$ cat config.mk
export PLATFORM = sky130hd
export DESIGN_NAME = seq_mult
export DESIGN_NICKNAME = d
export VERILOG_FILES = /design/src/rtl/seq_mult_pkg.sv /design/src/rtl/seq_mult.sv
export SDC_FILE = /design/constraint.sdc
export NUM_CORES = 1
export LEC_CHECK = 0
export ABC_AREA = 1
export CAP_MARGIN = 10
export CELL_PAD_IN_SITES_DETAIL_PLACEMENT = 0
export CELL_PAD_IN_SITES_GLOBAL_PLACEMENT = 2
export CORE_MARGIN = 2
export CORE_UTILIZATION = 33
export DETAILED_ROUTE_END_ITERATION = 7
export GPL_TIMING_DRIVEN = 1
export PLACE_DENSITY = 0.83
export SLEW_MARGIN = 15
export SYNTH_ARGS = -nofsm -noshare
export SYNTH_HDL_FRONTEND = slang
export SYNTH_SLANG_ARGS = --single-unit
$ cat constraint.sdc
create_clock -name clk -period 5.4 [get_ports clk]
set_input_delay 1.08 -clock clk [delete_from_list [all_inputs] [get_ports clk]]
set_output_delay 1.08 -clock clk [all_outputs]
set_load 0.1 [all_outputs]
$ cat src/rtl/seq_mult_pkg.sv
// Shared types and constants for the sequential shift-add multiplier.
package seq_mult_pkg;

   localparam int unsigned DEFAULT_WIDTH = 8;

   typedef enum logic [1:0] {
      StIdle = 2'd0,
      StCalc = 2'd1,
      StDone = 2'd2
   } state_t;

   // Bits needed for a counter that must reach w without wrapping.
   function automatic int unsigned count_width(input int unsigned w);
      return $clog2(w + 1);
   endfunction

endpackage

$ cat src/rtl/seq_mult.sv
// Radix-2 shift-add multiplier, one operand bit per cycle, valid/ready on both sides.
// Define SEQ_MULT_SIGNED_EN for two's-complement operands and result.
module seq_mult
   import seq_mult_pkg::*;
#(
   parameter int unsigned WIDTH = DEFAULT_WIDTH
) (
   input  logic               clk,
   input  logic               rst,
   input  logic               in_valid,
   output logic               in_ready,
   input  logic [WIDTH-1:0]   a,
   input  logic [WIDTH-1:0]   b,
   output logic               out_valid,
   input  logic               out_ready,
   output logic [2*WIDTH-1:0] result,
   output logic               busy
);

   localparam int unsigned CW = count_width(WIDTH);
   localparam logic [CW-1:0] LAST_CNT = CW'(WIDTH - 1);

   state_t             r_state, w_state_next;
   logic [2*WIDTH-1:0] r_acc, r_mcand, r_result;
   logic [2*WIDTH-1:0] w_acc_sum, w_final;
   logic [WIDTH-1:0]   r_mplier, w_a_mag, w_b_mag;
   logic [CW-1:0]      r_count;
   logic               w_last;

`ifdef SEQ_MULT_SIGNED_EN
   logic r_sign;

   // Magnitudes are kept as WIDTH-bit unsigned so the most-negative value maps to 2^(WIDTH-1).
   assign w_a_mag = a[WIDTH-1] ? (-a) : a;
   assign w_b_mag = b[WIDTH-1] ? (-b) : b;
   assign w_final = r_sign ? (-w_acc_sum) : w_acc_sum;
`else
   assign w_a_mag = a;
   assign w_b_mag = b;
   assign w_final = w_acc_sum;
`endif

   assign w_acc_sum = r_acc + (r_mplier[0] ? r_mcand : '0);
   assign w_last    = (r_count == LAST_CNT);

   always_ff @(posedge clk) begin
      if (rst) begin
         r_state <= StIdle;
      end else begin
         r_state <= w_state_next;
      end
   end

   always_comb begin
      w_state_next = r_state;
      unique case (r_state)
         StIdle:  if (in_valid)  w_state_next = StCalc;
         StCalc:  if (w_last)    w_state_next = StDone;
         StDone:  if (out_ready) w_state_next = StIdle;
         default: w_state_next = StIdle;
      endcase
   end

   always_ff @(posedge clk) begin
      if (rst) begin
         r_acc    <= '0;
         r_mcand  <= '0;
         r_mplier <= '0;
         r_count  <= '0;
         r_result <= '0;
`ifdef SEQ_MULT_SIGNED_EN
         r_sign   <= 1'b0;
`endif
      end else begin
         unique case (r_state)
            StIdle: begin
               if (in_valid) begin
                  r_acc    <= '0;
                  r_mcand  <= {{WIDTH{1'b0}}, w_a_mag};
                  r_mplier <= w_b_mag;
                  r_count  <= '0;
`ifdef SEQ_MULT_SIGNED_EN
                  r_sign   <= a[WIDTH-1] ^ b[WIDTH-1];
`endif
               end
            end
            StCalc: begin
               r_acc    <= w_acc_sum;
               r_mcand  <= r_mcand << 1;
               r_mplier <= r_mplier >> 1;
               r_count  <= r_count + 1'b1;
               if (w_last) begin
                  r_result <= w_final;
               end
            end
            default: ;
         endcase
      end
   end

   assign in_ready  = (r_state == StIdle);
   assign out_valid = (r_state == StDone);
   assign busy      = (r_state != StIdle);
   assign result    = r_result;

endmodule
After elaboration in Yosys (flattened, before gate mapping):

Index checks and enable logic that the tools add are counted.

* flip-flop bits (word level): 62
* input port bits: 20
* output and inout bits: 19
* logic and storage cells: 33

* add/sub/neg operators: 2
* equality and inequality tests: 6
* muxes and demuxes: 13
* reductions and logical operators: 6

Operators with widths (count)
* 16-bit case mux with 2 select lines: 2
* 16-bit 2-to-1 mux: 3
* 16-bit adder: 1
* 8-bit case mux with 2 select lines: 1
* 8-bit 2-to-1 mux: 1
* 4-bit case mux with 2 select lines: 1
* 2-bit 2-to-1 mux: 3
* 2-bit case mux with 3 select lines: 1
* 4-bit by 1-bit adder with 4-bit output, second input constant: 1
* 4-bit by 3-bit == test with 1-bit output, second input constant: 1
* 4-bit 2-to-1 mux: 1
* 2-bit inequality test, second input constant: 2
* 2-bit AND reduction: 2
* 2-bit nonzero test: 2
* 3-bit AND reduction: 1
* 2-bit by 1-bit == test with 1-bit output, second input constant: 1
* 2-bit == test, second input constant: 1
* 2-bit logical NOT: 1
* 2-bit by 1-bit inequality test with 1-bit output, second input constant: 1

Logic depth before layout (Yosys ltp):

Gate-level depths: netlist of run 1.

* word-level depth: 3
* depth in mapped cells: 17
* mapped depth without buffers: 15

Least setup slack after synthesis of run 1:

Ideal clock, no wire load.

* kind: reg2out
* from: register r_state[1]
* to: output port busy
* arrival time: 2.590 ns
* data required time: 4.320 ns
* path slack: 1.730 ns
* stages on the path, launching flop included: 3
* buffers on the path: 0
* cells stage by stage: dfxtp_1 -> nor2_1 -> inv_1

* longest elaborated chain between the ends: 1

Ends and longest elaborated chain
* from (decl): RTL line seq_mult.sv:23 `state_t r_state, w_state_next;`
* from (signal assigned): RTL line seq_mult.sv:48 `r_state <= StIdle;`
* from (signal assigned): RTL line seq_mult.sv:50 `r_state <= w_state_next;`
* 2-bit nonzero test: RTL line seq_mult.sv:103 `assign busy = (r_state != StIdle);`
* to (decl): RTL line seq_mult.sv:17 `output logic busy`

No other way between the ends.

Worst setup path after layout of run 1:

* from: register r_state[1]
* to: output port out_valid

* longest elaborated chain between the ends: 1

Ends and longest elaborated chain
* 2-bit == test: RTL line seq_mult.sv:102 `assign out_valid = (r_state == StDone);`
* to (decl): RTL line seq_mult.sv:14 `output logic out_valid,`

No other way between the ends.

==> results of run 1 <==
power groups by stage:
stage / clock network [mW] / logic, mW / registers (mW)
after floorplan: 0 / 0.0715 / 0.483
after global placement: 0 / 0.0947 / 0.488
after detailed placement: 0 / 0.0952 / 0.488
after CTS: 0.422 / 0.0955 / 0.477
after global routing: 0.438 / 0.104 / 0.479
final: 0.408 / 0.0930 / 0.477
logic make-up after synthesis:
logic type	Yosys count	synth area share, %
fa+ha+maj	17	6.33
xor+xnor	5	1.26
compound gates	68	11.0
flops	62	35.7
buf+inv	103	12.2
simple gates	280	33.5
worst reg2reg max path: cells and delay by family, from the launching register on:
family,cells,cell delay (ns)
buf+inv,1,0.10
compound gates,1,0.16
simple gates,6,0.84
xor+xnor,1,0.22
flops,1,0.70
fa+ha+maj,1,0.26
cell type report:
| cell class | count | area share [%] |
|---|---|---|
| Timing Repair Buffer | 39 | 9.32 |
| Inverter | 83 | 7.58 |
| Clock buffer | 11 | 3.44 |
| Sequential cell | 62 | 30.2 |
| Multi-Input combinational cell | 370 | 44.2 |
| Clock inverter | 4 | 1.16 |
| Tap cell | 136 | 4.14 |
synth_stat cells (3+ instances only):
cell type	number	area, µm²
a21oi_1	48	240
a22oi_1	10	75.1
a31oi_1	3	18.8
buf_4	3	22.5
buf_6	3	33.8
clkbuf_1	12	45.0
dfxtp_1	62	1240
ha_1	16	200
inv_1	79	297
inv_2	4	15.0
nand2_1	214	803
nand3_1	24	120
nor2_1	25	93.8
nor2_8	3	60.1
nor3_1	3	15.0
o21ai_0	4	20.0
or2_2	4	25.0
xor2_1	4	35.0
layer usage:
| metal | part of all wire (%) | wire length, µm | global-route usage [%] | vias up |
|---|---|---|---|---|
| met5 | 0 | 0 | 0 | - |
| met4 | 1.1 | 91 | 4.73 | 0 |
| met3 | 2.9 | 237 | 3.16 | 9 |
| met2 | 44 | 3620 | 23.9 | 40 |
| met1 | 52 | 4320 | 20.7 | 1347 |
| li1 | - | - | - | 1711 |
state kept, by name, summed over array words and instances, names as in the netlist:
| register | cells |
|---|---|
| r_acc | 16 |
| r_count | 4 |
| r_mplier | 8 |
| result | 16 |
| r_mcand | 16 |
| r_state | 2 |
per-stage QoR:
| step | util (%) | cells | area (µm²) | hold WS, ns | power, mW |
|---|---|---|---|---|---|
| final | 40.0 | 705 | 4110 | 0.466 | 0.978 |
| after global routing | 40.0 | 705 | 4110 | 0.486 | 1.02 |
| after floorplan | - | 535 | 3480 | 0.439 | 0.555 |
| after global placement | 38.2 | 690 | 3920 | 0.450 | 0.583 |
| after detailed placement | 38.2 | 690 | 3920 | 0.457 | 0.583 |
| after CTS | 40.0 | 705 | 4110 | 0.469 | 0.995 |
how the worst max path moves through the flow:
stage | startpoint | to | slack [ns] | depth (start not counted)
after CTS | r_state[1] | out_valid | 2.15 | 3
after global routing | r_state[1] | out_valid | 2.08 | 3
after global placement | r_state[1] | out_valid | 2.55 | 3
after floorplan | r_state[1] | busy | 1.73 | 2
after detailed placement | r_state[1] | out_valid | 2.54 | 3
final | r_state[1] | out_valid | 2.18 | 3
==> results.cfg, run 1 <==
[setup_path]
path_max_fanout = 3
worst_path_dominant_cell_family = buffers and inverters
cpPeakStageDelay_ns = 1.15
start_kind = flip-flop
cp_slowest_cell = clkdlybuf4s50_1
regToRegSetupSlack_ns = 3.06
r2r_cells = 10
cp_cell_sequence = inv_2, nor2_1, clkdlybuf4s50_1
r2r-end = r_acc[8]
cp.arrival_ns = 2.14
r2r_start = r_mplier[0]
cp-end-kind = output pin
path_class = reg -> out
crit_buf_inv = 2
worstPathRequired_ns = 4.32

[route]
routedWlPerCell_um = 11.7
drt_iter0_drc = 106
routed_wl_mm = 8.27
vias_per_cell = 4.41
drc = 0
via_count = 3107
first_pass_iters = 4
drtAntennaViolNets = 0

[placed_design]
dp_slack_ns = 2.54
dpl.hpwl_mm = 5.76
place_congestion = 0.731
portBuffers = 38

[power_and_ir_drop]
power_leakage_nw = 2.03
p_int_uw = 721
ir_worst_vdd_mv = 0.114
p_clk_share_pct = 41.7
switching_share_pct = 26.3
p_per_area_mw_per_mm2 = 238
combPwrFrac_pct = 9.5
share_seq_of_total_power_pct = 48.8
p_switching_uw = 257

[synthesis]
syn_area_per_cell_um2 = 6.50
synth_ff_type = dfxtp_1
syn_nets = 572
yosysSeqAreaShare_pct = 35.7
ys_ff_latch = 62
yosys_warnings = 0
ys_async_sr_fraction_pct = 0
synth_cells = 535
synth_edf_count = 0
yosys.cell_types.count = 28
syn_area_mm2 = 0.00348

[clock_tree]
worstSkewPairLatency_ns = 0.34
ctsHoldBuffers = 0
post_cts_resized = 0
cts_buffers = 9
post-cts-setup-buffers = 0
clkTransAtPathRegs_ns = 0.07
clock_path_buffers = 2
cts_sinks = 62
cts_tree = built
ctsRootBufferMaster = clkbuf_8
htreeDepth = 3

[sta]
fin_crit_sh_pct = 59.7
finalMaxSlewViolations = 0
worstMarginPinSlew_ns = 0.985
setup_viol = 0
fmax_ghz = 0.310
tns_ns = 0
timing.final.ws_setup_ns = 2.18
fin_crit_ns = 3.22
hold_violations = 0
rsz0062_at_grt = false
slew-limit-headroom_pct = 34.1
fin_skew_ns = 0.0138

[final_layout]
multi_input_area_mm2 = 0.00182
layout_common_cells = 214 x nand2_1, 79 x inv_1, 62 x dfxtp_1
drive_above_1_share_pct = 5.27
fin_nets = 602
area_delta_synth_final_pct = 18.1
regArea_mm2 = 0.00124
antenna_cells = 0
layout_commonest_cell = nand2_1
fill_cells = 1132

[hold_path]
hold_class = reg -> reg
hold_end = r_acc[0]
hp-start = r_acc[0]
hold_depth = 2

[global_routing]
antenna_found_initial = 0
gr-usage-all-layers_pct = 15.1
grt_pass1_wl_mm = 13.6
grt_overflow = 0
grt_max_degree = 52
grt_pass1_vias = 2889

[floorplanning]
start_util_pct = 33.9
chipWidth_um = 107
core_mm2 = 0.0103
die_area_mm2 = 0.0114
rows = 37
die_h_um = 107
ioPinCount = 39

[status]
outcome = finished clean

[run]
drv_cap = 0
(Power assumes the default switching activity.)
==> run 2, diff against run 1 <==
--- a/config.mk
+++ b/config.mk
@@ -10,10 +10,10 @@
 export CELL_PAD_IN_SITES_DETAIL_PLACEMENT = 0
 export CELL_PAD_IN_SITES_GLOBAL_PLACEMENT = 2
 export CORE_MARGIN = 2
-export CORE_UTILIZATION = 33
+export CORE_UTILIZATION = 31
 export DETAILED_ROUTE_END_ITERATION = 7
 export GPL_TIMING_DRIVEN = 1
-export PLACE_DENSITY = 0.83
+export PLACE_DENSITY = 0.78
 export SLEW_MARGIN = 15
 export SYNTH_ARGS = -nofsm -noshare
 export SYNTH_HDL_FRONTEND = slang
==> constraint.sdc (replaced) <==
create_clock -name clk -period 3.32 [get_ports clk]
set_input_delay 0.664 -clock clk [delete_from_list [all_inputs] [get_ports clk]]
set_output_delay 0.664 -clock clk [all_outputs]
set_load 0.1 [all_outputs]
==> run 2 against run 1 <==
- first-iteration DRC count grew 39%
- critical path depth increased by 9
- global-route usage increased by 1.3 points
- highest routed layer unchanged
- non-clock buffer count increased by 1
==> results.cfg, run 2 (synthesis results as in run 1) <==
[power_and_ir_drop]
ir_worst_vdd_mv = 0.216
power_leakage_nw = 2.08
finalPower_mw = 1.62
p_per_area_mw_per_mm2 = 397

[final_layout]
layout_common_cells = 214 x nand2_1, 79 x inv_1, 62 x dfxtp_1
fin_nets = 603
drive_above_1_share_pct = 8.76
layout_commonest_cell = nand2_1
area_delta_synth_final_pct = 17.5
antenna_cells = 0
fin_cells = 711

[clock_tree]
post-cts-setup-buffers = 0
cts_buffers = 9
clkTransAtPathRegs_ns = 0.07
ctsRootBufferMaster = clkbuf_8
htreeDepth = 3
cts_sinks = 62
clock_path_buffers = 2
ctsHoldBuffers = 0
post_cts_resized = 0
cts_tree = built
worstSkewPairLatency_ns = 0.35

[hold_path]
hold_end = result[0]
hold_class = reg -> reg
hold_depth = 2
hp-start = result[0]

[route]
vias_per_cell = 4.52
drtAntennaViolNets = 0
first_pass_iters = 4
routedWlPerCell_um = 12.7
drt_iter0_drc = 147
via_count = 3217
routed_wl_mm = 9.04
drc = 0

[setup_path]
r2r_cells = 12
path_max_fanout = 17
worstPathRequired_ns = 3.60
cpPeakStageDelay_ns = 0.72
r2r_start = r_mplier[0]
r2r-end = r_acc[8]
cp_cell_sequence = nand2_1, inv_1, ha_1, fa_1, nand2_1, nand2_1, and2_1, nand2_1, nand2_1, xor2_1, nand2_1, a21oi_1
cp.arrival_ns = 2.61
regToRegSetupSlack_ns = 0.99
critPathMostFrequentCell = nand2_1
cp_slowest_cell = dfxtp_1
path_class = reg -> reg
cp-end-kind = flip-flop
start_kind = flip-flop

[global_routing]
gr-usage-all-layers_pct = 16.4
antenna_found_initial = 0
grt_pass1_vias = 3061
grt_pass1_wl_mm = 15.0
grt_overflow = 0
grt_max_degree = 51

[floorplanning]
rows = 38
core_mm2 = 0.0109
die_area_mm2 = 0.0121
chipWidth_um = 110
ioPinCount = 39
start_util_pct = 32.0
die_h_um = 110

[sta]
fin_skew_ns = 0.00739
hold_violations = 0
hold-worst-slack_ns = 0.460
fmax_ghz = 0.429
finalMaxSlewViolations = 0
rsz0062_at_grt = false
worstMarginPinSlew_ns = 0.666
fin_crit_sh_pct = 70.2
setup_viol = 0
tns_ns = 0
slew-limit-headroom_pct = 55.5
fin_crit_ns = 2.33

[status]
outcome = finished clean

[placed_design]
dpl.hpwl_mm = 6.25
portBuffers = 38
place_congestion = 0.843
placed_cells = 695

[run]
drv_cap = 0
-- run 2: changes by cell type in the layout (fill, tap and decap cells not counted), sizes merged --
cell           delta
clkbuf            +2
clkinv            -1
clkdlybuf4s50    -19
buf              +20
-- run 2: routing by layer --
| layer | share of wire (%) | global-route usage [%] | vias to the layer above |
|---|---|---|---|
| li1 | - | - | 1711 |
| met1 | 51 | 22.1 | 1455 |
| met2 | 45 | 25.8 | 44 |
| met3 | 3.1 | 3.56 | 7 |
| met4 | 1.1 | 5.97 | 0 |
| met5 | 0 | 0 | - |
-- run 2: layout make-up --
type                       instances  area, µm²
clock inverter                     3       42.5
sequential                        62       1240
tap                              140        175
inverter                          83        312
timing repair buffer              40        343
fill                            1218       6800
clock buffer                      13        159
multi-input combinational        370       1820
-- run 2: power by group --
| group | switching [mW] | total, mW | internal (mW) |
|---|---|---|---|
| clock | 0.306 | 0.693 | 0.387 |
| sequential | 0.0169 | 0.778 | 0.761 |
| combinational | 0.102 | 0.154 | 0.0517 |
-- run 2: worst max-delay path: cells and delay by family (launching register included) --
| family | cells | cell delay (ns) |
|---|---|---|
| flip-flops | 1 | 0.72 |
| adder cells (fa/ha/maj) | 2 | 0.40 |
| AND/OR/NAND/NOR | 7 | 0.73 |
| XOR/XNOR | 1 | 0.18 |
| AO/OA/AOI/OAI | 1 | 0.15 |
| buffers and inverters | 1 | 0.08 |
-- run 2: worst max path at each step --
stage | endpoint | start
global placement | r_count[2] | in_valid
finish | r_acc[8] | r_mplier[0]
CTS | r_acc[8] | r_mplier[0]
global route | r_acc[8] | r_mplier[0]
floorplan | busy | r_state[1]
detailed placement | r_acc[8] | r_mplier[0]
-- run 2: stage by stage --
step           setup slack, ns  util, %  instance area (µm²)
2_1_floorplan           0.0658        -                 3480
3_3_place_gp              1.04     35.7                 3890
3_5_place_dp             0.992     35.7                 3890
4_1_cts                  0.967     37.5                 4090
5_1_grt                  0.680     37.5                 4090
6_report                 0.989     37.5                 4090
==> run 3, diff against run 2 <==
--- a/config.mk
+++ b/config.mk
@@ -10,10 +10,10 @@
 export CELL_PAD_IN_SITES_DETAIL_PLACEMENT = 0
 export CELL_PAD_IN_SITES_GLOBAL_PLACEMENT = 2
 export CORE_MARGIN = 2
-export CORE_UTILIZATION = 31
+export CORE_UTILIZATION = 28
 export DETAILED_ROUTE_END_ITERATION = 7
 export GPL_TIMING_DRIVEN = 1
-export PLACE_DENSITY = 0.78
+export PLACE_DENSITY = 0.74
 export SLEW_MARGIN = 15
 export SYNTH_ARGS = -nofsm -noshare
 export SYNTH_HDL_FRONTEND = slang
==> constraint.sdc (replaced) <==
create_clock -name clk -period 1.95 [get_ports clk]
set_input_delay 0.39 -clock clk [delete_from_list [all_inputs] [get_ports clk]]
set_output_delay 0.39 -clock clk [all_outputs]
set_load 0.1 [all_outputs]
==> run 3 against run 2 <==
- critical path depth up 3
- design area up 18%
- global-route usage down 1.6 points
- clock skew down 0.0026 ns
- sequential share of layout area down 4.6 points
- wire length up 2.6%
- via count up 2.4%
- clock power rose to 2.6 times the previous value
- sequential power up 70%
- first-iteration DRC count down 0.68%
- die area up 10%
- sequential cell count unchanged
- critical path type unchanged
- critical endpoint is now result[15]
- highest routed layer unchanged
==> results.cfg, run 3 (synthesis results as in run 1) <==
[final_layout]
layout_commonest_cell = nand2_1
fin_nets = 634
fin_area_mm2 = 0.00484
layout_common_cells = 197 x nand2_1, 75 x inv_1, 61 x dfxtp_1
fin_util_pct = 40.1
fill_cells = 1289
drive_above_1_share_pct = 21.4
area_delta_synth_final_pct = 39.1
fin_cells = 770
antenna_cells = 0

[clock_tree]
clock_path_buffers = 2
htreeDepth = 3
clkTransAtPathRegs_ns = 0.05
cts_tree = built
ctsHoldBuffers = 0
cts_sinks = 62
worstSkewPairLatency_ns = 0.33
cts_buffers = 9
ctsRootBufferMaster = clkbuf_16

[global_routing]
grt_pass1_wl_mm = 15.2
antenna_found_initial = 0
grt_util_met1_pct = 20.6
top_usage_layer = met2
gr-usage-all-layers_pct = 14.9
grt_pass1_vias = 3129
grt_max_degree = 51
grt_overflow = 0
grtUsageMet2_pct = 22.5
grtUsageMet3_pct = 3.61

[sta]
fmax_ghz = 0.541
setup_viol = 0
worstMarginPinSlew_ns = 0.535
fin_skew_ns = 0.00480
finalMaxSlewViolations = 0
rsz0062_at_grt = true
hold_violations = 0
fin_crit_ns = 1.85
fin_crit_sh_pct = 94.8
slew-limit-headroom_pct = 64.3
hold-worst-slack_ns = 0.460

[floorplanning]
chipWidth_um = 115
die_area_mm2 = 0.0133
die_h_um = 115
core_mm2 = 0.0121
start_util_pct = 28.8
ioPinCount = 39
rows = 40

[power_and_ir_drop]
power_leakage_nw = 2.31
finalPower_mw = 3.47
ir_worst_vdd_mv = 0.362
p_per_area_mw_per_mm2 = 716

[route]
routed_wl_mm = 9.27
via_count = 3293
drt_iter0_drc = 146
routedWlPerCell_um = 12.0
first_pass_iters = 4
drtAntennaViolNets = 0
vias_per_cell = 4.28
drc = 0

[setup_path]
path_class = reg -> reg
crit_buf_inv = 4
cpPeakStageDelay_ns = 0.37
path_max_fanout = 10
worst_path_dominant_cell_family = simple AND/OR/NAND/NOR gates
critPathMostFrequentCell = nand2_1
cp_slowest_cell = dfxtp_4
start_kind = flip-flop
r2r_start = r_mplier[0]
cp.arrival_ns = 2.08
cp_cell_sequence = buf_12, nand2_1, inv_1, ha_4, nand2_1, inv_1, nand2_1, nor3_1, nand2_1, nand2_1, nand2_1, nand2_1, nand2_1, nand2_1, inv_1
startpoint = r_mplier[0]
cp-end-kind = flip-flop
worstPathRequired_ns = 2.18

[placed_design]
placed_cell_area_mm2 = 0.00423
portBuffers = 38
placed_cells = 750
place_congestion = 0.785
dpl.hpwl_mm = 6.74

[run]
drv_cap = 0

[hold_path]
hold_class = reg -> reg
hp-start = r_mplier[7]

[status]
outcome = finished clean
## run 3: path summary, 6_finish.rpt
path                               endpoint  slack, ns  cells past startpoint
worst max-delay path             result[15]       0.10                     15
worst min-delay path            r_mplier[7]       0.46                      2
worst max register to register   result[15]       0.10                     15
worst min register to register  r_mplier[7]       0.46                      2
## run 3: per-layer routing
metal  wire (µm)  part of all wire, %
met1        4650                   50
met2        4110                   44
met3         384                  4.1
met4         130                  1.4
met5           0                    0
## run 3: timing repair
item                       in CTS  in global routing
resized for setup               7                 43
setup endpoints to repair       8                 14
pin swaps                       6                 12
buffers inserted                1                  3
## run 3: stage by stage
| stage | worst slack, ns | setup TNS, ns |
|---|---|---|
| CTS | 0.00150 | 0 |
| finish | 0.101 | 0 |
| global route | -0.0159 | -0.0310 |
| floorplan | 0.0104 | 0 |
| detailed placement | -0.0662 | -0.246 |
| global placement | -0.0565 | -0.142 |
## run 3: power breakdown
part	switching, mW	internal (mW)	total, mW
clock network	0.575	1.25	1.82
logic	0.188	0.134	0.322
registers	0.0261	1.30	1.32
## run 3: tightest hold or removal path, stage by stage (launching register included)
cell,delay [ns]
dfxtp_1,0.31
nand2_1,0.06
a21oi_1,0.05
## run 3: cell type report
type,instances,area (µm²),share of cell area (%)
Timing Repair Buffer,71,667,13.8
Clock inverter,4,95.1,1.96
Tap cell,168,210,4.34
Sequential cell,62,1240,25.7
Multi-Input combinational cell,370,2080,42.9
Inverter,83,312,6.44
Clock buffer,12,236,4.88
